--- config.mk ---
export PLATFORM = sky130hd
export DESIGN_NAME = dsp_rd_order_ctrl_flat
export DESIGN_NICKNAME = d
export VERILOG_FILES = /design/src/rtl/dsp_rd_order_ctrl_if.sv /design/src/rtl/dsp_rd_order_ctrl.sv /design/src/flat_wrapper.sv
export SDC_FILE = /design/constraint.sdc
export NUM_CORES = 1
export LEC_CHECK = 0
export ABC_AREA = 1
export CORE_ASPECT_RATIO = 2
export CORE_MARGIN = 3
export CORE_UTILIZATION = 49
export CTS_CLUSTER_DIAMETER = 150
export DETAILED_ROUTE_END_ITERATION = 10
export PLACE_DENSITY = 0.79
export SETUP_SLACK_MARGIN = 0.15
export SLEW_MARGIN = 20
export SYNTH_ARGS = -nofsm -noshare
export SYNTH_HDL_FRONTEND = slang
export SYNTH_SLANG_ARGS = --single-unit
--- constraint.sdc ---
create_clock -name ACLK_i -period 3 [get_ports ACLK_i]
set_input_delay 0.3 -clock ACLK_i [delete_from_list [all_inputs] [get_ports ACLK_i]]
set_output_delay 0.3 -clock ACLK_i [all_outputs]
set_load 0.03 [all_outputs]
--- src/rtl/dsp_rd_order_ctrl_if.sv ---
// Read-path bus bundle for one dispatcher master port.
// Carries the master-side AR/R handshake, the per-slave AR/R handshake vectors,
// the R mux select and the burst-length error pulse.
// Signal names keep the controller's point of view: *_i are controller inputs,
// *_o are controller outputs.
//   slave  modport : the ordering controller
//   master modport : the surrounding logic driving the controller
interface dsp_rd_order_ctrl_if #(
    parameter int unsigned SLV_AMT          = 2,
    parameter int unsigned ADDR_WIDTH       = 32,
    parameter int unsigned TRANS_DATA_LEN_W = 3,
    parameter int unsigned SLV_IDX_W        = 1
);
    logic [ADDR_WIDTH-1:0]       m_ARADDR_i;
    logic [TRANS_DATA_LEN_W-1:0] m_ARLEN_i;
    logic                        m_ARVALID_i;
    logic                        m_ARREADY_o;
    logic [SLV_AMT-1:0]          sa_ARREADY_i;
    logic [SLV_AMT-1:0]          sa_ARVALID_o;
    logic [SLV_AMT-1:0]          sa_AR_outst_full_o;
    logic [SLV_AMT-1:0]          sa_RVALID_i;
    logic [SLV_AMT-1:0]          sa_RLAST_i;
    logic [SLV_AMT-1:0]          sa_RREADY_o;
    logic                        m_RVALID_o;
    logic                        m_RREADY_i;
    logic [SLV_IDX_W-1:0]        r_sel_o;
    logic                        r_len_err_o;

    modport slave (
        input  m_ARADDR_i, m_ARLEN_i, m_ARVALID_i, sa_ARREADY_i,
        input  sa_RVALID_i, sa_RLAST_i, m_RREADY_i,
        output m_ARREADY_o, sa_ARVALID_o, sa_AR_outst_full_o, sa_RREADY_o,
        output m_RVALID_o, r_sel_o, r_len_err_o
    );

    modport master (
        output m_ARADDR_i, m_ARLEN_i, m_ARVALID_i, sa_ARREADY_i,
        output sa_RVALID_i, sa_RLAST_i, m_RREADY_i,
        input  m_ARREADY_o, sa_ARVALID_o, sa_AR_outst_full_o, sa_RREADY_o,
        input  m_RVALID_o, r_sel_o, r_len_err_o
    );
endinterface

--- src/rtl/dsp_rd_order_ctrl.sv ---
// In-order read controller for one master of the dispatcher.
// Routes each AR to the slave decoded from the address, remembers {slave, ARLEN} of
// every accepted AR in a FIFO, and only lets the slave at the FIFO head talk on R.
// The head retires on its RLAST handshake; a beat count that disagrees with ARLEN
// raises a one-cycle r_len_err_o pulse.
// Ports:
//   ACLK_i     clock (rising edge)
//   ARESETn_i  synchronous active-low reset
//   bus        dsp_rd_order_ctrl_if.slave: AR/R handshakes, r_sel_o, r_len_err_o,
//              sa_AR_outst_full_o (FIFO full replicated per slave)
module dsp_rd_order_ctrl #(
    parameter int unsigned SLV_AMT          = 2,
    parameter int unsigned OUTSTANDING_AMT  = 8,
    parameter int unsigned ADDR_WIDTH       = 32,
    parameter int unsigned TRANS_DATA_LEN_W = 3,
    parameter int unsigned SLV_ID_MSB_IDX   = 30,
    parameter int unsigned SLV_ID_LSB_IDX   = 30
) (
    input logic                ACLK_i,
    input logic                ARESETn_i,
    dsp_rd_order_ctrl_if.slave bus
);
    localparam int unsigned SLV_IDX_W = SLV_ID_MSB_IDX - SLV_ID_LSB_IDX + 1;
    localparam int unsigned PTR_W     = $clog2(OUTSTANDING_AMT);
    localparam int unsigned CNT_W     = PTR_W + 1;

    typedef enum logic {StEmpty, StFwd} rd_state_e;

    logic [ADDR_WIDTH-1:0]       araddr;
    logic                        unused_araddr;
    logic [SLV_IDX_W-1:0]        ar_idx_raw, ar_idx, head_idx;
    logic [TRANS_DATA_LEN_W-1:0] head_len;
    logic                        full, push, pop, beat, head_last;
    rd_state_e                   state;

    logic [PTR_W-1:0]            wr_ptr_q, wr_ptr_d, rd_ptr_q, rd_ptr_d;
    logic [CNT_W-1:0]            count_q, count_d;
    logic [TRANS_DATA_LEN_W-1:0] beat_cnt_q, beat_cnt_d;
    logic                        r_len_err_q, r_len_err_d;

    // Outstanding-transaction FIFO storage; contents are only meaningful below count_q.
    logic [SLV_IDX_W-1:0]        q_idx_q [OUTSTANDING_AMT];
    logic [TRANS_DATA_LEN_W-1:0] q_len_q [OUTSTANDING_AMT];

    assign araddr        = bus.m_ARADDR_i;
    assign unused_araddr = ^araddr;
    assign ar_idx_raw    = araddr[SLV_ID_MSB_IDX:SLV_ID_LSB_IDX];
    // Addresses beyond the last slave fall onto the last slave.
    assign ar_idx    = (32'(ar_idx_raw) >= SLV_AMT) ? SLV_IDX_W'(SLV_AMT - 1) : ar_idx_raw;

    // full uses the registered count only, so a same-cycle pop never frees an AR slot.
    assign full      = (count_q == CNT_W'(OUTSTANDING_AMT));
    assign state     = (count_q == '0) ? StEmpty : StFwd;
    assign head_idx  = q_idx_q[rd_ptr_q];
    assign head_len  = q_len_q[rd_ptr_q];
    assign head_last = bus.sa_RLAST_i[head_idx];

    assign bus.sa_AR_outst_full_o = {SLV_AMT{full}};
    assign bus.r_len_err_o        = r_len_err_q;

    always_comb begin
        bus.sa_ARVALID_o = '0;
        bus.m_ARREADY_o  = 1'b0;
        bus.sa_RREADY_o  = '0;
        bus.m_RVALID_o   = 1'b0;
        bus.r_sel_o      = '0;
        if (ARESETn_i && !full) begin
            bus.sa_ARVALID_o[ar_idx] = bus.m_ARVALID_i;
            bus.m_ARREADY_o          = bus.sa_ARREADY_i[ar_idx];
        end
        unique case (state)
            StFwd: begin
                bus.r_sel_o = head_idx;
                if (ARESETn_i) begin
                    bus.m_RVALID_o            = bus.sa_RVALID_i[head_idx];
                    bus.sa_RREADY_o[head_idx] = bus.m_RREADY_i;
                end
            end
            default: ;
        endcase
    end

    assign push = bus.m_ARVALID_i & bus.m_ARREADY_o;
    assign beat = bus.m_RVALID_o & bus.m_RREADY_i;
    assign pop  = beat & head_last;

    always_comb begin
        wr_ptr_d    = wr_ptr_q + PTR_W'(push);
        rd_ptr_d    = rd_ptr_q + PTR_W'(pop);
        count_d     = count_q;
        beat_cnt_d  = beat_cnt_q;
        r_len_err_d = 1'b0;
        unique case ({push, pop})
            2'b10:   count_d = count_q + CNT_W'(1);
            2'b01:   count_d = count_q - CNT_W'(1);
            default: ;
        endcase
        if (beat) begin
            if (head_last) begin
                r_len_err_d = (beat_cnt_q != head_len);
                beat_cnt_d  = '0;
            end else if (beat_cnt_q == head_len) begin
                // Too many beats: flag it and hold the count at ARLEN.
                r_len_err_d = 1'b1;
            end else begin
                beat_cnt_d = beat_cnt_q + TRANS_DATA_LEN_W'(1);
            end
        end
    end

    always_ff @(posedge ACLK_i) begin
        if (!ARESETn_i) begin
            wr_ptr_q    <= '0;
            rd_ptr_q    <= '0;
            count_q     <= '0;
            beat_cnt_q  <= '0;
            r_len_err_q <= 1'b0;
        end else begin
            wr_ptr_q    <= wr_ptr_d;
            rd_ptr_q    <= rd_ptr_d;
            count_q     <= count_d;
            beat_cnt_q  <= beat_cnt_d;
            r_len_err_q <= r_len_err_d;
        end
    end

    always_ff @(posedge ACLK_i) begin
        if (push) begin
            q_idx_q[wr_ptr_q] <= ar_idx;
            q_len_q[wr_ptr_q] <= bus.m_ARLEN_i;
        end
    end
endmodule

--- src/flat_wrapper.sv ---
// flat-port wrapper written by rule: the top's interface ports become plain ports
module dsp_rd_order_ctrl_flat 
#(
    parameter int unsigned SLV_AMT          = 2,
    parameter int unsigned OUTSTANDING_AMT  = 8,
    parameter int unsigned ADDR_WIDTH       = 32,
    parameter int unsigned TRANS_DATA_LEN_W = 3,
    parameter int unsigned SLV_ID_MSB_IDX   = 30,
    parameter int unsigned SLV_ID_LSB_IDX   = 30
)
  (ACLK_i, ARESETn_i, bus_m_ARADDR_i, bus_m_ARLEN_i, bus_m_ARVALID_i, bus_sa_ARREADY_i, bus_sa_RVALID_i, bus_sa_RLAST_i, bus_m_RREADY_i, bus_m_ARREADY_o, bus_sa_ARVALID_o, bus_sa_AR_outst_full_o, bus_sa_RREADY_o, bus_m_RVALID_o, bus_r_sel_o, bus_r_len_err_o);
  dsp_rd_order_ctrl_if #(.SLV_AMT(SLV_AMT), .ADDR_WIDTH(ADDR_WIDTH), .TRANS_DATA_LEN_W(TRANS_DATA_LEN_W), .SLV_IDX_W(1)) bus_i ();
  input logic ACLK_i;
  input logic ARESETn_i;
  input wire logic [$bits(bus_i.m_ARADDR_i)-1:0] bus_m_ARADDR_i;
  input wire logic [$bits(bus_i.m_ARLEN_i)-1:0] bus_m_ARLEN_i;
  input wire logic [$bits(bus_i.m_ARVALID_i)-1:0] bus_m_ARVALID_i;
  input wire logic [$bits(bus_i.sa_ARREADY_i)-1:0] bus_sa_ARREADY_i;
  input wire logic [$bits(bus_i.sa_RVALID_i)-1:0] bus_sa_RVALID_i;
  input wire logic [$bits(bus_i.sa_RLAST_i)-1:0] bus_sa_RLAST_i;
  input wire logic [$bits(bus_i.m_RREADY_i)-1:0] bus_m_RREADY_i;
  output wire logic [$bits(bus_i.m_ARREADY_o)-1:0] bus_m_ARREADY_o;
  output wire logic [$bits(bus_i.sa_ARVALID_o)-1:0] bus_sa_ARVALID_o;
  output wire logic [$bits(bus_i.sa_AR_outst_full_o)-1:0] bus_sa_AR_outst_full_o;
  output wire logic [$bits(bus_i.sa_RREADY_o)-1:0] bus_sa_RREADY_o;
  output wire logic [$bits(bus_i.m_RVALID_o)-1:0] bus_m_RVALID_o;
  output wire logic [$bits(bus_i.r_sel_o)-1:0] bus_r_sel_o;
  output wire logic [$bits(bus_i.r_len_err_o)-1:0] bus_r_len_err_o;
  assign bus_i.m_ARADDR_i = bus_m_ARADDR_i;
  assign bus_i.m_ARLEN_i = bus_m_ARLEN_i;
  assign bus_i.m_ARVALID_i = bus_m_ARVALID_i;
  assign bus_i.sa_ARREADY_i = bus_sa_ARREADY_i;
  assign bus_i.sa_RVALID_i = bus_sa_RVALID_i;
  assign bus_i.sa_RLAST_i = bus_sa_RLAST_i;
  assign bus_i.m_RREADY_i = bus_m_RREADY_i;
  assign bus_m_ARREADY_o = bus_i.m_ARREADY_o;
  assign bus_sa_ARVALID_o = bus_i.sa_ARVALID_o;
  assign bus_sa_AR_outst_full_o = bus_i.sa_AR_outst_full_o;
  assign bus_sa_RREADY_o = bus_i.sa_RREADY_o;
  assign bus_m_RVALID_o = bus_i.m_RVALID_o;
  assign bus_r_sel_o = bus_i.r_sel_o;
  assign bus_r_len_err_o = bus_i.r_len_err_o;
  dsp_rd_order_ctrl #(.SLV_AMT(SLV_AMT), .OUTSTANDING_AMT(OUTSTANDING_AMT), .ADDR_WIDTH(ADDR_WIDTH), .TRANS_DATA_LEN_W(TRANS_DATA_LEN_W), .SLV_ID_MSB_IDX(SLV_ID_MSB_IDX), .SLV_ID_LSB_IDX(SLV_ID_LSB_IDX)) u_core (.ACLK_i(ACLK_i), .ARESETn_i(ARESETn_i), .bus(bus_i));
endmodule
==> flow_metrics.py <==
metrics = {
    "sta": {
        "finalHoldViolCount": 0,
        "setup_viol": 0,
        "hold_ws_ps": 526,
        "setup_tns_ps": 0,
        "fmax_ghz": 0.388,
        "rsz0062_at_grt": "false",
        "maxSlewHeadroom_pct": 66.0,
        "min_period_over_period_pct": 85.9,
        "fin_skew_ps": 2.28,
        "slew_violations": 0,
        "worst_slew_pin_slew_ps": 508,
        "fin_crit_ps": 2580,
    },
    "floorplanning": {
        "initial_core_util_pct": 51.6,
        "die_w_um": 54.0,
        "dieArea_um2": 5510,
        "io_pins": 55,
        "core_um2": 4380,
        "die_h_um": 102,
        "rows": 34,
    },
    "logic_synthesis": {
        "synth_seq_area_share_pct": 54.9,
        "netlist_area_um2": 2260,
        "syn_area_per_cell_um2": 9.30,
        "synth_adder_area_share_pct": 4.98,
        "synth_xor_area_share_pct": 3.10,
        "synth_simple_gate_area_share_pct": 20.5,
        "synth_mux_area_share_pct": 0.443,
        "synth_seq_cells": 46,
        "synth_top_family_by_area": "simple AND/OR/NAND/NOR gates",
        "ys.warnings.count": 0,
        "synth_compound_gate_area_share_pct": 6.86,
        "synth_nets": 297,
        "synthCells": 243,
        "synth.distinct_cells": 29,
    },
    "drt": {
        "drt_iter0_markers": 32,
        "avgViaCountPerCell": 5.16,
        "drtPass1Iterations": 4,
        "dr_total_vias": 1696,
        "drtAntennaViolNets": 0,
        "routed_wl_mm": 4.22,
        "routedWlPerCell_um": 12.8,
        "route.detailed.drc": 0,
    },
    "run": {
        "drv_cap": 0,
    },
    "worst_setup_path": {
        "cp.required_ps": 3200,
        "start_kind": "register",
        "crit_fanout": 7,
        "crit_arrival_ps": 2770,
        "path_class": "reg2reg",
        "worstSetupEndpointType": "register",
    },
    "finish": {
        "post-route-util_pct": 60.9,
        "finalNetCount": 328,
        "drive_gt1_share_pct": 11.3,
        "fillers": 377,
        "syn_to_final_growth_pct": 17.9,
        "antenna_cells": 0,
    },
    "clock_tree": {
        "clk_latency_ps": 300,
        "clk_pin_slew_worst_paths_ps": 80,
        "clockRootBuffer": "clkbuf_8",
        "clock-sinks": 46,
        "holdBufCountCts": 0,
        "cts_buffers": 5,
        "h-tree-depth": 2,
        "cts_tree": "yes",
        "cts_buffer_depth": 2,
        "cts_setup_buffers": 0,
    },
    "run_status": {
        "status": "finished clean",
    },
    "global_routing": {
        "grt_overflow": 0,
        "grt_pass1_wl_mm": 7.25,
        "antenna_found_initial": 0,
        "grt_max_degree": 15,
        "grt_pass1_vias": 1718,
        "track_usage_pct": 18.2,
    },
    "placement": {
        "port_buffers": 23,
        "hpwl_mm": 3.16,
        "routabilityCongestion": 0.821,
    },
    "power_and_ir_drop": {
        "vdd.ir_drop.worst_v": 0.000384,
        "cellPowerDensity_nw_per_um2": 447,
        "leakagePower_nw": 1.12,
        "fin_total_pwr_mw": 1.19,
    },
    "hold_path": {
        "hp-class": "reg2reg",
    },
}
==> timing repair <==
action,CTS,global route
hold endpoints to repair,0,0
setup endpoints to repair,0,4
gates resized for setup,0,6
==> critical path, cell delays in order, from the launching register on <==
cell and delay, ps:
dfxtp_2 400, inv_2 90, nand2_1 60, nand3_1 80
nand3_2 130, nand2_2 90, nand2_1 110, nand2_2 70
nor2_2 140, inv_1 90, nor2_2 160, ha_2 230
nand2_1 60, inv_1 90, nor2_2 50, ha_1 170
a21oi_1 150, xor2_1 90, o21ai_0 160, inv_1 60
==> state kept, by name (all words and copies together) (netlist names) <==
name	flops
u_core.rd_ptr_q	3
u_core.q_len_q	24
u_core.q_idx_q	8
u_core.wr_ptr_q	3
u_core.bus.r_len_err_o	1
u_core.count_q	4
u_core.beat_cnt_q	3
==> path summary, 6_finish.rpt <==
path,from,endpoint,slack [ps],depth (start not counted)
min,u_core.count_q[0]$_SDFFE_PN0P_,u_core.count_q[0]$_SDFFE_PN0P_,530,1
max,u_core.rd_ptr_q[0]$_SDFF_PN0_,u_core.count_q[2]$_SDFFE_PN0P_,420,19
min reg2reg,u_core.count_q[0]$_SDFFE_PN0P_,u_core.count_q[0]$_SDFFE_PN0P_,530,1
max reg2reg,u_core.rd_ptr_q[0]$_SDFF_PN0_,u_core.count_q[2]$_SDFFE_PN0P_,420,19
==> stage by stage <==
stage | worst slack (ps) | instance area, µm² | cells
after detailed placement | 185 | 2560 | 321
after CTS | 169 | 2650 | 329
final | 424 | 2670 | 329
after global placement | 233 | 2560 | 321
after floorplan | 605 | 2260 | 243
after global routing | 166 | 2670 | 329
==> power by group <==
part | internal, mW | switching, mW
Clock | 0.165 | 0.206
Sequential | 0.686 | 0.00824
Combinational | 0.0549 | 0.0707
==> placed cells by master (no fill, tap or decap), drive strengths merged <==
master / Yosys / final
nor2: 45 / 45
inv: 38 / 38
nand2: 36 / 36
edfxtp: 32 / 32
clkdlybuf4s50: 0 / 23
o21ai: 18 / 18
dfxtp: 14 / 14
nand3: 13 / 13
buf: 7 / 9
ha: 9 / 9
nor3: 7 / 7
clkbuf: 1 / 6
xor2: 5 / 5
a21oi: 4 / 4
o211ai: 4 / 4
xnor2: 3 / 3
or2: 2 / 2
nand4: 2 / 2
clkinv: 0 / 2
mux2i: 1 / 1
o22ai: 1 / 1
o32ai: 1 / 1
==> metal layers <==
| layer | GRT usage [%] | up-vias | part of all wire (%) |
|---|---|---|---|
| met2 | 29.3 | 40 | 55 |
| met1 | 19.6 | 787 | 36 |
| met3 | 3.36 | 18 | 3.6 |
| met4 | 15.4 | 0 | 5.2 |
| met5 | 0 | - | 0 |
| li1 | - | 851 | - |
==> cell families (layout without fill, tap and decap cells) <==
logic type | count (synthesis) | after routing
simple gates | 105 | 105
flops | 46 | 46
buf+inv | 46 | 78
compound gates | 28 | 28
fa+ha+maj | 9 | 9
xor+xnor | 8 | 8
mux | 1 | 1
==> area by class of cell <==
class	instances	area, µm²	share of cell area, %
Clock inverter	2	13.8	0.516
Sequential cell	46	1240	46.6
Timing Repair Buffer	32	298	11.2
Tap cell	54	67.6	2.53
Inverter	38	143	5.35
Multi-Input combinational cell	151	830	31.1
Clock buffer	6	72.6	2.72
==> Yosys cell counts, drive strengths merged <==
| cell type | instances | area share [%] |
|---|---|---|
| nor2 | 45 | 7.6 |
| or2 | 2 | 0.77 |
| mux2i | 1 | 0.44 |
| a21oi | 4 | 0.89 |
| nand3 | 13 | 2.9 |
| xor2 | 5 | 1.9 |
| o22ai | 1 | 0.28 |
| o21ai | 18 | 4.0 |
| nand4 | 2 | 0.83 |
| o32ai | 1 | 0.39 |
| edfxtp | 32 | 43 |
| buf | 7 | 2.7 |
| nand2 | 36 | 6.2 |
| inv | 38 | 6.3 |
| dfxtp | 14 | 12 |
| ha | 9 | 5.0 |
| o211ai | 4 | 1.3 |
| xnor2 | 3 | 1.2 |
| nor3 | 7 | 2.3 |
| clkbuf | 1 | 0.17 |
(Power assumes the default switching activity.)
